### src/rtl/rsa_engine_arbiter_if.sv
// Signal bundle for rsa_engine_arbiter: key load, two request ports, the tagged
// response channel and the engine start/done side. slave = arbiter, master = system.
interface rsa_engine_arbiter_if #(
  parameter int WIDTH = 16
);
  logic             key_wr;
  logic [WIDTH-1:0] key_exp;
  logic [WIDTH-1:0] key_mod;
  logic             key_loaded;

  logic             req0_valid;
  logic             req0_ready;
  logic [WIDTH-1:0] req0_data;
  logic             req1_valid;
  logic             req1_ready;
  logic [WIDTH-1:0] req1_data;

  logic             rsp_valid;
  logic             rsp_ready;
  logic [WIDTH-1:0] rsp_data;
  logic             rsp_id;
  logic [1:0]       rsp_err;

  logic             eng_start;
  logic [WIDTH-1:0] eng_plaintext;
  logic [WIDTH-1:0] eng_exp;
  logic [WIDTH-1:0] eng_mod;
  logic [WIDTH-1:0] eng_ciphertext;
  logic             eng_done;

  logic             busy;

  modport slave (
    input  key_wr, key_exp, key_mod,
    input  req0_valid, req0_data, req1_valid, req1_data,
    input  rsp_ready, eng_ciphertext, eng_done,
    output key_loaded, req0_ready, req1_ready,
    output rsp_valid, rsp_data, rsp_id, rsp_err,
    output eng_start, eng_plaintext, eng_exp, eng_mod, busy
  );

  modport master (
    output key_wr, key_exp, key_mod,
    output req0_valid, req0_data, req1_valid, req1_data,
    output rsp_ready, eng_ciphertext, eng_done,
    input  key_loaded, req0_ready, req1_ready,
    input  rsp_valid, rsp_data, rsp_id, rsp_err,
    input  eng_start, eng_plaintext, eng_exp, eng_mod, busy
  );
endinterface

### src/rtl/rsa_engine_arbiter.sv
// Shares one rsa_encryptor between two plaintext ports with round-robin grant,
// operand range check, engine timeout and a single tagged response channel.
module rsa_engine_arbiter #(
  parameter int WIDTH   = 16,
  parameter int TIMEOUT = 4096
) (
  input  logic                 clk,
  input  logic                 rst_n,
  rsa_engine_arbiter_if.slave  bus
);

  localparam int            CW       = $clog2(TIMEOUT + 1);
  localparam logic [CW-1:0] CNT_LAST = CW'(TIMEOUT - 1);

  typedef enum logic [1:0] {
    IDLE  = 2'd0,
    START = 2'd1,
    WAIT  = 2'd2,
    RESP  = 2'd3
  } state_e;

  typedef enum logic [1:0] {
    ERR_OK      = 2'b00,
    ERR_RANGE   = 2'b01,
    ERR_TIMEOUT = 2'b10
  } err_e;

  state_e           state_q, state_d;
  logic             last_grant_q, last_grant_d;
  logic             key_loaded_q, key_loaded_d;
  logic [WIDTH-1:0] key_exp_q, key_exp_d;
  logic [WIDTH-1:0] key_mod_q, key_mod_d;
  logic [WIDTH-1:0] pt_q, pt_d;
  logic             id_q, id_d;
  logic [WIDTH-1:0] rsp_data_q, rsp_data_d;
  err_e             rsp_err_q, rsp_err_d;
  logic [CW-1:0]    cnt_q, cnt_d;

  logic             grant0, grant1;
  logic [WIDTH-1:0] sel_data;

  always_comb begin
    // NOTE: every signal written here gets a default first, so no path can leave one unassigned and infer a latch.
    state_d      = state_q;
    last_grant_d = last_grant_q;
    key_loaded_d = key_loaded_q;
    key_exp_d    = key_exp_q;
    key_mod_d    = key_mod_q;
    pt_d         = pt_q;
    id_d         = id_q;
    rsp_data_d   = rsp_data_q;
    rsp_err_d    = rsp_err_q;
    cnt_d        = cnt_q;
    grant0       = 1'b0;
    grant1       = 1'b0;
    sel_data     = bus.req0_data;

    case (state_q)
      IDLE: begin
        // On a tie the port that was not served last wins.
        if (key_loaded_q) begin
          if (bus.req0_valid && (!bus.req1_valid || last_grant_q)) begin
            grant0 = 1'b1;
          end else if (bus.req1_valid) begin
            grant1 = 1'b1;
          end
        end

        if (grant0 || grant1) begin
          sel_data     = grant1 ? bus.req1_data : bus.req0_data;
          pt_d         = sel_data;
          id_d         = grant1;
          last_grant_d = grant1;
          if (sel_data >= key_mod_q) begin
            rsp_data_d = '0;
            rsp_err_d  = ERR_RANGE;
            state_d    = RESP;
          end else begin
            state_d    = START;
          end
        end else if (bus.key_wr && (bus.key_mod > WIDTH'(1))) begin
          key_exp_d    = bus.key_exp;
          key_mod_d    = bus.key_mod;
          key_loaded_d = 1'b1;
        end
      end

      START: begin
        cnt_d   = '0;
        state_d = WAIT;
      end

      WAIT: begin
        // A done in the final counted cycle still wins over the timeout.
        if (bus.eng_done) begin
          rsp_data_d = bus.eng_ciphertext;
          rsp_err_d  = ERR_OK;
          state_d    = RESP;
        end else if (cnt_q == CNT_LAST) begin
          rsp_data_d = '0;
          rsp_err_d  = ERR_TIMEOUT;
          state_d    = RESP;
        end else begin
          cnt_d = cnt_q + CW'(1);
        end
      end

      RESP: begin
        if (bus.rsp_ready) begin
          state_d = IDLE;
        end
      end

      default: state_d = IDLE;
    endcase
  end

  always_ff @(posedge clk or negedge rst_n) begin
    // NOTE: state flops use non-blocking assignments so every flop samples pre-edge values.
    if (!rst_n) begin
      state_q      <= IDLE;
      last_grant_q <= 1'b1;
      key_loaded_q <= 1'b0;
      key_exp_q    <= '0;
      key_mod_q    <= '0;
      pt_q         <= '0;
      id_q         <= 1'b0;
      rsp_data_q   <= '0;
      rsp_err_q    <= ERR_OK;
      cnt_q        <= '0;
    end else begin
      state_q      <= state_d;
      last_grant_q <= last_grant_d;
      key_loaded_q <= key_loaded_d;
      key_exp_q    <= key_exp_d;
      key_mod_q    <= key_mod_d;
      pt_q         <= pt_d;
      id_q         <= id_d;
      rsp_data_q   <= rsp_data_d;
      rsp_err_q    <= rsp_err_d;
      cnt_q        <= cnt_d;
    end
  end

  assign bus.key_loaded    = key_loaded_q;
  assign bus.req0_ready    = grant0;
  assign bus.req1_ready    = grant1;
  assign bus.rsp_valid     = (state_q == RESP);
  assign bus.rsp_data      = rsp_data_q;
  assign bus.rsp_id        = id_q;
  assign bus.rsp_err       = rsp_err_q;
  assign bus.eng_start     = (state_q == START);
  assign bus.eng_plaintext = pt_q;
  assign bus.eng_exp       = key_exp_q;
  assign bus.eng_mod       = key_mod_q;
  assign bus.busy          = (state_q != IDLE);

endmodule
### src/flat_wrapper.sv
// flat-port wrapper written by rule: the top's interface ports become plain ports
module rsa_engine_arbiter_flat 
#(
  parameter int WIDTH   = 16,
  parameter int TIMEOUT = 4096
)
  (clk, rst_n, bus_key_wr, bus_key_exp, bus_key_mod, bus_req0_valid, bus_req0_data, bus_req1_valid, bus_req1_data, bus_rsp_ready, bus_eng_ciphertext, bus_eng_done, bus_key_loaded, bus_req0_ready, bus_req1_ready, bus_rsp_valid, bus_rsp_data, bus_rsp_id, bus_rsp_err, bus_eng_start, bus_eng_plaintext, bus_eng_exp, bus_eng_mod, bus_busy);
  rsa_engine_arbiter_if #(.WIDTH(WIDTH)) bus_i ();
  input  logic clk;
  input  logic rst_n;
  input wire logic [$bits(bus_i.key_wr)-1:0] bus_key_wr;
  input wire logic [$bits(bus_i.key_exp)-1:0] bus_key_exp;
  input wire logic [$bits(bus_i.key_mod)-1:0] bus_key_mod;
  input wire logic [$bits(bus_i.req0_valid)-1:0] bus_req0_valid;
  input wire logic [$bits(bus_i.req0_data)-1:0] bus_req0_data;
  input wire logic [$bits(bus_i.req1_valid)-1:0] bus_req1_valid;
  input wire logic [$bits(bus_i.req1_data)-1:0] bus_req1_data;
  input wire logic [$bits(bus_i.rsp_ready)-1:0] bus_rsp_ready;
  input wire logic [$bits(bus_i.eng_ciphertext)-1:0] bus_eng_ciphertext;
  input wire logic [$bits(bus_i.eng_done)-1:0] bus_eng_done;
  output wire logic [$bits(bus_i.key_loaded)-1:0] bus_key_loaded;
  output wire logic [$bits(bus_i.req0_ready)-1:0] bus_req0_ready;
  output wire logic [$bits(bus_i.req1_ready)-1:0] bus_req1_ready;
  output wire logic [$bits(bus_i.rsp_valid)-1:0] bus_rsp_valid;
  output wire logic [$bits(bus_i.rsp_data)-1:0] bus_rsp_data;
  output wire logic [$bits(bus_i.rsp_id)-1:0] bus_rsp_id;
  output wire logic [$bits(bus_i.rsp_err)-1:0] bus_rsp_err;
  output wire logic [$bits(bus_i.eng_start)-1:0] bus_eng_start;
  output wire logic [$bits(bus_i.eng_plaintext)-1:0] bus_eng_plaintext;
  output wire logic [$bits(bus_i.eng_exp)-1:0] bus_eng_exp;
  output wire logic [$bits(bus_i.eng_mod)-1:0] bus_eng_mod;
  output wire logic [$bits(bus_i.busy)-1:0] bus_busy;
  assign bus_i.key_wr = bus_key_wr;
  assign bus_i.key_exp = bus_key_exp;
  assign bus_i.key_mod = bus_key_mod;
  assign bus_i.req0_valid = bus_req0_valid;
  assign bus_i.req0_data = bus_req0_data;
  assign bus_i.req1_valid = bus_req1_valid;
  assign bus_i.req1_data = bus_req1_data;
  assign bus_i.rsp_ready = bus_rsp_ready;
  assign bus_i.eng_ciphertext = bus_eng_ciphertext;
  assign bus_i.eng_done = bus_eng_done;
  assign bus_key_loaded = bus_i.key_loaded;
  assign bus_req0_ready = bus_i.req0_ready;
  assign bus_req1_ready = bus_i.req1_ready;
  assign bus_rsp_valid = bus_i.rsp_valid;
  assign bus_rsp_data = bus_i.rsp_data;
  assign bus_rsp_id = bus_i.rsp_id;
  assign bus_rsp_err = bus_i.rsp_err;
  assign bus_eng_start = bus_i.eng_start;
  assign bus_eng_plaintext = bus_i.eng_plaintext;
  assign bus_eng_exp = bus_i.eng_exp;
  assign bus_eng_mod = bus_i.eng_mod;
  assign bus_busy = bus_i.busy;
  rsa_engine_arbiter #(.WIDTH(WIDTH), .TIMEOUT(TIMEOUT)) u_core (.clk(clk), .rst_n(rst_n), .bus(bus_i));
endmodule
### config.mk
export PLATFORM = sky130hd
export DESIGN_NAME = rsa_engine_arbiter_flat
export DESIGN_NICKNAME = d
export VERILOG_FILES = /design/src/rtl/rsa_engine_arbiter_if.sv /design/src/rtl/rsa_engine_arbiter.sv /design/src/flat_wrapper.sv
export SDC_FILE = /design/constraint.sdc
export NUM_CORES = 1
export LEC_CHECK = 0
export CORE_MARGIN = 4
export CORE_UTILIZATION = 45
export DETAILED_ROUTE_END_ITERATION = 16
export GPL_TIMING_DRIVEN = 0
export PLACE_DENSITY_LB_ADDON = 0.08
export SLEW_MARGIN = 20
export SYNTH_ARGS = -nofsm -noshare
export SYNTH_HDL_FRONTEND = slang
export SYNTH_SLANG_ARGS = --single-unit
### constraint.sdc
create_clock -name clk -period 4.45 [get_ports clk]
set_input_delay 0.6675 -clock clk [delete_from_list [all_inputs] [get_ports clk]]
set_output_delay 0.6675 -clock clk [all_outputs]
set_load 0.02 [all_outputs]
==> flow_summary.ini, run 1 <==
[sta]
fin_setup_tns_ps = 0
slew-limit-headroom_pct = 41.3
period_needed_ps = 4050
setup_viol = 0
worst_pin_slew_ps = 877
rsz0062_at_grt = false
period_share_pct = 91.1
finalClockSkew_ps = 17.0
hold_ws_ps = 302
hold_violations = 0
max_freq_ghz = 0.247
timing.final.max_slew_violations = 0

[critical_path]
cp_cell_sequence = clkdlybuf4s50_1, nand2_1, a21oi_4, buf_2, mux2_2, ha_1, a211oi_1, o21ai_1, clkbuf_1, a211oi_1, a32oi_1, o21ai_1
reg2reg_depth = 11
cp-startpoint = bus_req1_valid
end_kind = flop
crit_path_end = u_core.bus.rsp_data[12]$_DFFE_PN0P_
arrival_ps = 4300
slowest_stage = o21ai_1
r2r_end = u_core.bus.rsp_data[12]$_DFFE_PN0P_
cp_max_fo = 10
max_stage_delay_ps = 630
rrSetupSlack_ps = 760
crit_required_ps = 4690
path_class = primary input to flop
start_kind = primary input
regToRegStartpoint = u_core.bus.key_loaded$_DFFE_PN0P_

[synth]
synth_top_family_by_area = compound AO/OA/AOI/OAI gates
synth_edf_count = 0
ys_seq_area_share_pct = 47.5
yosysWarnings = 0
synth_fa_ha_area_share_pct = 5.93
synthArstFlopShare_pct = 100
ys_ff_latch = 84
ys.flop_type = dfrtp_1
synthMuxAreaShare_pct = 12.2
syn-cell-area_um2 = 4430
synth.distinct_cells = 47
netlist.area_leader.share_pct = 46.9
synth-compound-area-share_pct = 16.3
synth_xor_area_share_pct = 1.19
yosys.area.top_type = dfrtp_1
synthTopCellsByArea = dfrtp_1 (47%), mux2_2 (12%), ha_1 (5.9%)
netlist_instances = 425
synth-simple-area-share_pct = 10.9
synth.avg_cell_area_um2 = 10.4
syn_nets = 533

[clock_tree]
clkSlewWorstSetupHoldPaths_ps = 90
cts_num_sinks = 84
cts-root-buf = clkbuf_8
cts_buffers = 9
clk_latency_ps = 360
clk_path_buf_depth = 2
ctsHoldBuffers = 0
postCtsSetupBuffers = 0
cts_tree = yes
htree_num_levels = 3

[placement]
numPortBuffers = 159
place_area_um2 = 6210
dpl.cell_count = 714
gp_congestion = 0.810
dp_hpwl_mm = 9.42

[cells_and_area]
fin_nets = 704
layoutNonFillerInstCount = 730
syn_to_final_growth_pct = 44.3
layout_commonest_cell = clkdlybuf4s50_1
diodes = 0
stdcell_area_um2 = 6390
final_cell_mix = clkdlybuf4s50_1 (158), dfrtp_1 (83), mux2_2 (47), inv_1 (41), nand2_1 (31)
layout-drive-gt1-share_pct = 14.1

[drt]
wl_mm = 12.5
wl_per_cell_um = 17.1
drt_iter0_drc = 143
num_vias = 3917
ant_nets = 0
via_per_inst = 5.37
drcViolationCount = 0
first_pass_iters = 4

[floorplan]
core_um2 = 9420
rows = 35
die_w_um = 107
die-area_um2 = 11500
io_pins = 160
initial_core_util_pct = 47.1
die_h_um = 107

[power]
cellLeakagePower_nw = 2.60
power_mw = 4.25
p_per_area_nw_per_um2 = 664
peakVddDrop_mv = 0.334

[grt]
overflow = 0
grt_pass1_wl_mm = 20.2
grt_pass1_vias = 4026
grt_usage_pct = 22.0
grt_max_degree = 44
antenna_found_initial = 0

[outcome]
outcome = finished, final reports clean

[run]
maxCapViolations = 0

[hold_path]
hp-class = primary input to asynchronous set/reset pin
-- metrics by stage --
stage | setup WS, ps | util (%)
CTS | 187 | 67.8
global placement | -465 | 65.7
detailed placement | -507 | 66.0
floorplan | 1040 | -
global route | 117 | 67.9
finish | 396 | 67.9
-- critical path: cells and delay by family --
family | cells | cell delay, ps
simple gates | 1 | 110
compound gates | 6 | 1470
fa+ha+maj | 1 | 320
mux | 1 | 400
buf+inv | 3 | 1320
-- logic make-up (layout without fill, tap and decap cells) --
kind of cell	Yosys count	count (layout)
multiplexers	48	48
AND/OR/NAND/NOR	96	96
buffers and inverters	64	240
adder cells (fa/ha/maj)	21	21
XOR/XNOR	6	6
AO/OA/AOI/OAI	106	106
flip-flops	84	84
-- routing by layer --
metal  share of wire, %  global-route usage, %  vias up
met5                  0                      0        -
met4                1.3                   5.30        0
met3                8.9                   8.01       13
met2                 49                   37.2      121
met1                 41                   26.7     1909
li1                   -                      -     1874
-- flip-flops by register name, summed over array words and instances, names as in the netlist --
register / cells
u_core.bus.eng_mod: 16
u_core.last_grant_q: 1
u_core.bus.key_loaded: 1
u_core.bus.eng_exp: 16
u_core.bus.eng_plaintext: 16
u_core.bus.rsp_id: 1
u_core.bus.rsp_err: 2
u_core.bus.rsp_data: 16
u_core.cnt_q: 13
u_core.state_q: 2
-- report_power, final --
group	switching, mW	internal [mW]	total (mW)
Clock	0.299	0.205	0.504
Combinational	1.33	1.13	2.45
Sequential	0.203	1.09	1.29
-- layout make-up --
cell class / instances / area [um2]
fill: 778 / 3020
sequential: 84 / 2100
multi-input combinational: 277 / 2070
timing repair buffer: 160 / 1620
tap: 129 / 161
inverter: 41 / 154
clock buffer: 9 / 124
buffer: 23 / 116
clock inverter: 7 / 50.0
-- worst min path at each step --
| stage | start | endpoint | slack (ps) | cells after the start |
|---|---|---|---|---|
| 2_1_floorplan | rst_n | u_core.bus.eng_exp[0]$_DFFE_PN0P_ | 370 | 0 |
| 3_3_place_gp | u_core.bus.rsp_id$_DFFE_PN0P_ | u_core.bus.rsp_id$_DFFE_PN0P_ | 470 | 1 |
| 3_5_place_dp | u_core.bus.rsp_id$_DFFE_PN0P_ | u_core.bus.rsp_id$_DFFE_PN0P_ | 470 | 1 |
| 4_1_cts | rst_n | u_core.bus.eng_exp[0]$_DFFE_PN0P_ | 320 | 1 |
| 5_1_grt | rst_n | u_core.bus.eng_exp[0]$_DFFE_PN0P_ | 330 | 1 |
| 6_report | rst_n | u_core.cnt_q[6]$_DFFE_PN0P_ | 300 | 1 |
-- Yosys cell counts, drive strengths merged (9+ instances only) --
library cell / n
a211oi: 19
a21oi: 12
a32oi: 18
buf: 12
clkbuf: 11
dfrtp: 83
ha: 21
inv: 41
mux2: 47
nand2: 32
nand3: 22
nor2: 9
o21ai: 44
-- repair_timing --
item,CTS,global route
setup endpoints to repair,12,10
resized for setup,1,1
hold endpoints to repair,0,0
gates cloned,0,0
pin swaps,0,0
(Power assumes the default switching activity.)
==> run 2, diff against run 1 <==
--- a/config.mk
+++ b/config.mk
@@ -9,6 +9,7 @@
 export CORE_UTILIZATION = 45
 export DETAILED_ROUTE_END_ITERATION = 16
 export GPL_TIMING_DRIVEN = 0
+export HOLD_SLACK_MARGIN = 0.06
 export PLACE_DENSITY_LB_ADDON = 0.08
 export SLEW_MARGIN = 20
 export SYNTH_ARGS = -nofsm -noshare
==> results of run 2 <==
Same layout as run 1: the final DEF is identical, and so are final timing and power.
==> run 3, diff against run 2 <==
--- a/config.mk
+++ b/config.mk
@@ -6,8 +6,10 @@
 export NUM_CORES = 1
 export LEC_CHECK = 0
 export CORE_MARGIN = 4
-export CORE_UTILIZATION = 45
+export CORE_UTILIZATION = 63
+export CTS_BUF_LIST = sky130_fd_sc_hd__clkbuf_2
 export DETAILED_ROUTE_END_ITERATION = 16
+export DONT_BUFFER_PORTS = 1
 export GPL_TIMING_DRIVEN = 0
 export HOLD_SLACK_MARGIN = 0.06
 export PLACE_DENSITY_LB_ADDON = 0.08
==> run 3 against run 2 <==
Effect of this change:
- setup slack better by 190 ps
- register-to-register slack worse by 180 ps
- flip-flop and latch count stayed put
- power is 16% lower
- cell count is 26% lower
- count of clock-buffer cells in the layout stayed put
- hold slack worse by 91 ps
- sequential share of layout area is 11 points higher
==> flow_summary.ini, run 3 (synthesis gave the netlist of run 1 again) <==
[outcome]
outcome = finished, final reports clean

[placement]
dp_hpwl_mm = 7.91
dp_slack_ps = 201
gp_congestion = 0.821
numPortBuffers = 0

[clock_tree]
cts-root-buf = clkbuf_2
postCtsSetupBuffers = 0
clk_latency_ps = 540
clk_path_buf_depth = 2
htree_num_levels = 3
cts_num_sinks = 84
cts_buffers = 9
cts_tree = yes
clkSlewWorstSetupHoldPaths_ps = 240

[sta]
worst_pin_slew_ps = 824
timing.final.max_slew_violations = 0
slew-limit-headroom_pct = 44.8
rsz0062_at_grt = false
max_freq_ghz = 0.258
setup_slack_ps = 581
finalClockSkew_ps = 19.7
period_share_pct = 86.9
fin_setup_tns_ps = 0
setup_viol = 0
hold_violations = 0
period_needed_ps = 3870

[hold_path]
hold_end = u_core.bus.rsp_data[2]$_DFFE_PN0P_
hp-start = bus_eng_ciphertext[2]
min_path_cells = 2
hp-class = primary input to flop

[drt]
wl_per_cell_um = 19.8
drcViolationCount = 0
via_per_inst = 6.20
wl_mm = 10.7
ant_nets = 0
drt_iter0_drc = 184
num_vias = 3344
first_pass_iters = 4

[floorplan]
die_w_um = 91.9
io_pins = 160
core_um2 = 6830
initial_core_util_pct = 64.9
die_h_um = 91.9
rows = 30
die-area_um2 = 8440

[cells_and_area]
diodes = 0
syn_to_final_growth_pct = 7.26
fin_nets = 546
layout-drive-gt1-share_pct = 18.5
final_cell_mix = dfrtp_1 (83), mux2_2 (47), inv_1 (41), nand2_1 (31), o21ai_0 (29)
fill_cells = 549
layout_commonest_cell = dfrtp_1

[grt]
grt_pass1_vias = 3462
grt_pass1_wl_mm = 17.1
antenna_found_initial = 0
overflow = 0
grt_max_degree = 85
grt_usage_pct = 25.6

[critical_path]
reg2reg_depth = 11
start_kind = flop
cp_max_fo = 10
arrival_ps = 4310
r2r_end = u_core.bus.rsp_err[1]$_DFFE_PN0P_
path_class = flop to flop
cp_cell_sequence = nand2_1, a21oi_2, buf_2, mux2_2, ha_1, a211oi_1, o21ai_1, clkbuf_1, a211oi_1, a32oi_1, o21ai_1
end_kind = flop
max_stage_delay_ps = 620
regToRegStartpoint = u_core.bus.key_loaded$_DFFE_PN0P_
rrSetupSlack_ps = 580
slowest_stage = o21ai_1
cp-startpoint = u_core.bus.key_loaded$_DFFE_PN0P_
crit_required_ps = 4890

[power]
cellLeakagePower_nw = 2.01
peakVddDrop_mv = 0.396
p_per_area_nw_per_um2 = 749

[run]
maxCapViolations = 0
-- run 3: cell count changes in the layout (fill, tap and decap cells not counted) --
| cell | before | now |
|---|---|---|
| a21oi_4 | 1 | 0 |
| a21oi_2 | 0 | 1 |
| bufinv_16 | 0 | 3 |
| inv_6 | 2 | 0 |
| clkbuf_8 | 9 | 0 |
| buf_4 | 2 | 1 |
| clkinv_4 | 0 | 2 |
| dlygate4sd3_1 | 0 | 1 |
| clkbuf_2 | 1 | 10 |
| clkinvlp_4 | 3 | 0 |
| clkinv_1 | 0 | 2 |
| clkinv_2 | 2 | 0 |
| clkdlybuf4s50_1 | 158 | 0 |
-- run 3: critical path, delay by kind of cell, from the launching register on --
kind | cells | cell delay (ps)
simple gates | 1 | 100
buf+inv | 2 | 820
mux | 1 | 400
compound gates | 6 | 1550
flops | 1 | 580
fa+ha+maj | 1 | 330
-- run 3: where the power goes --
part	internal (mW)	switching, mW
registers	1.08	0.624
logic	0.556	0.788
clock network	0.241	0.270
total	1.88	1.68
-- run 3: layer usage --
metal,global-route usage [%],vias to the layer above,wire length (um)
li1,-,1557,-
met1,30.2,1619,3940
met2,43.1,149,5410
met3,8.12,19,1070
met4,10.5,0,241
met5,0,-,0
-- run 3: area by class of cell --
cell class / count / area [um2] / area share, %
inverter: 41 / 154 / 3.24
tap: 96 / 120 / 2.53
sequential: 84 / 2100 / 44.2
multi-input combinational: 277 / 2060 / 43.4
clock buffer: 9 / 45.0 / 0.948
clock inverter: 7 / 115 / 2.42
buffer: 23 / 116 / 2.45
timing repair buffer: 2 / 37.5 / 0.790
-- run 3: metrics by stage --
| step | util (%) | area, um2 | power [mW] | hold slack, ps | cells |
|---|---|---|---|---|---|
| floorplan | - | 4430 | 2.69 | 372 | 425 |
| global placement | 66.6 | 4550 | 3.00 | 374 | 521 |
| detailed placement | 66.6 | 4550 | 3.05 | 374 | 521 |
| CTS | 69.5 | 4750 | 3.58 | 195 | 539 |
| global route | 69.6 | 4750 | 3.82 | 190 | 539 |
| finish | 69.6 | 4750 | 3.56 | 212 | 539 |
-- run 3: how the worst max path moves through the flow --
| stage | endpoint | depth (start not counted) |
|---|---|---|
| after floorplan | u_core.bus.rsp_data[0]$_DFFE_PN0P_ | 12 |
| after global placement | u_core.bus.rsp_err[0]$_DFFE_PN0P_ | 11 |
| after detailed placement | u_core.bus.rsp_data[11]$_DFFE_PN0P_ | 12 |
| after CTS | u_core.bus.rsp_err[1]$_DFFE_PN0P_ | 12 |
| after global routing | u_core.bus.rsp_data[1]$_DFFE_PN0P_ | 11 |
| final | u_core.bus.rsp_err[1]$_DFFE_PN0P_ | 11 |
-- run 3: timing repair --
action                                  CTS  global route
hold buffers                              2             0
hold endpoints to repair                 84             0
endpoints found under the setup margin    0            11
resized for setup                         0             1
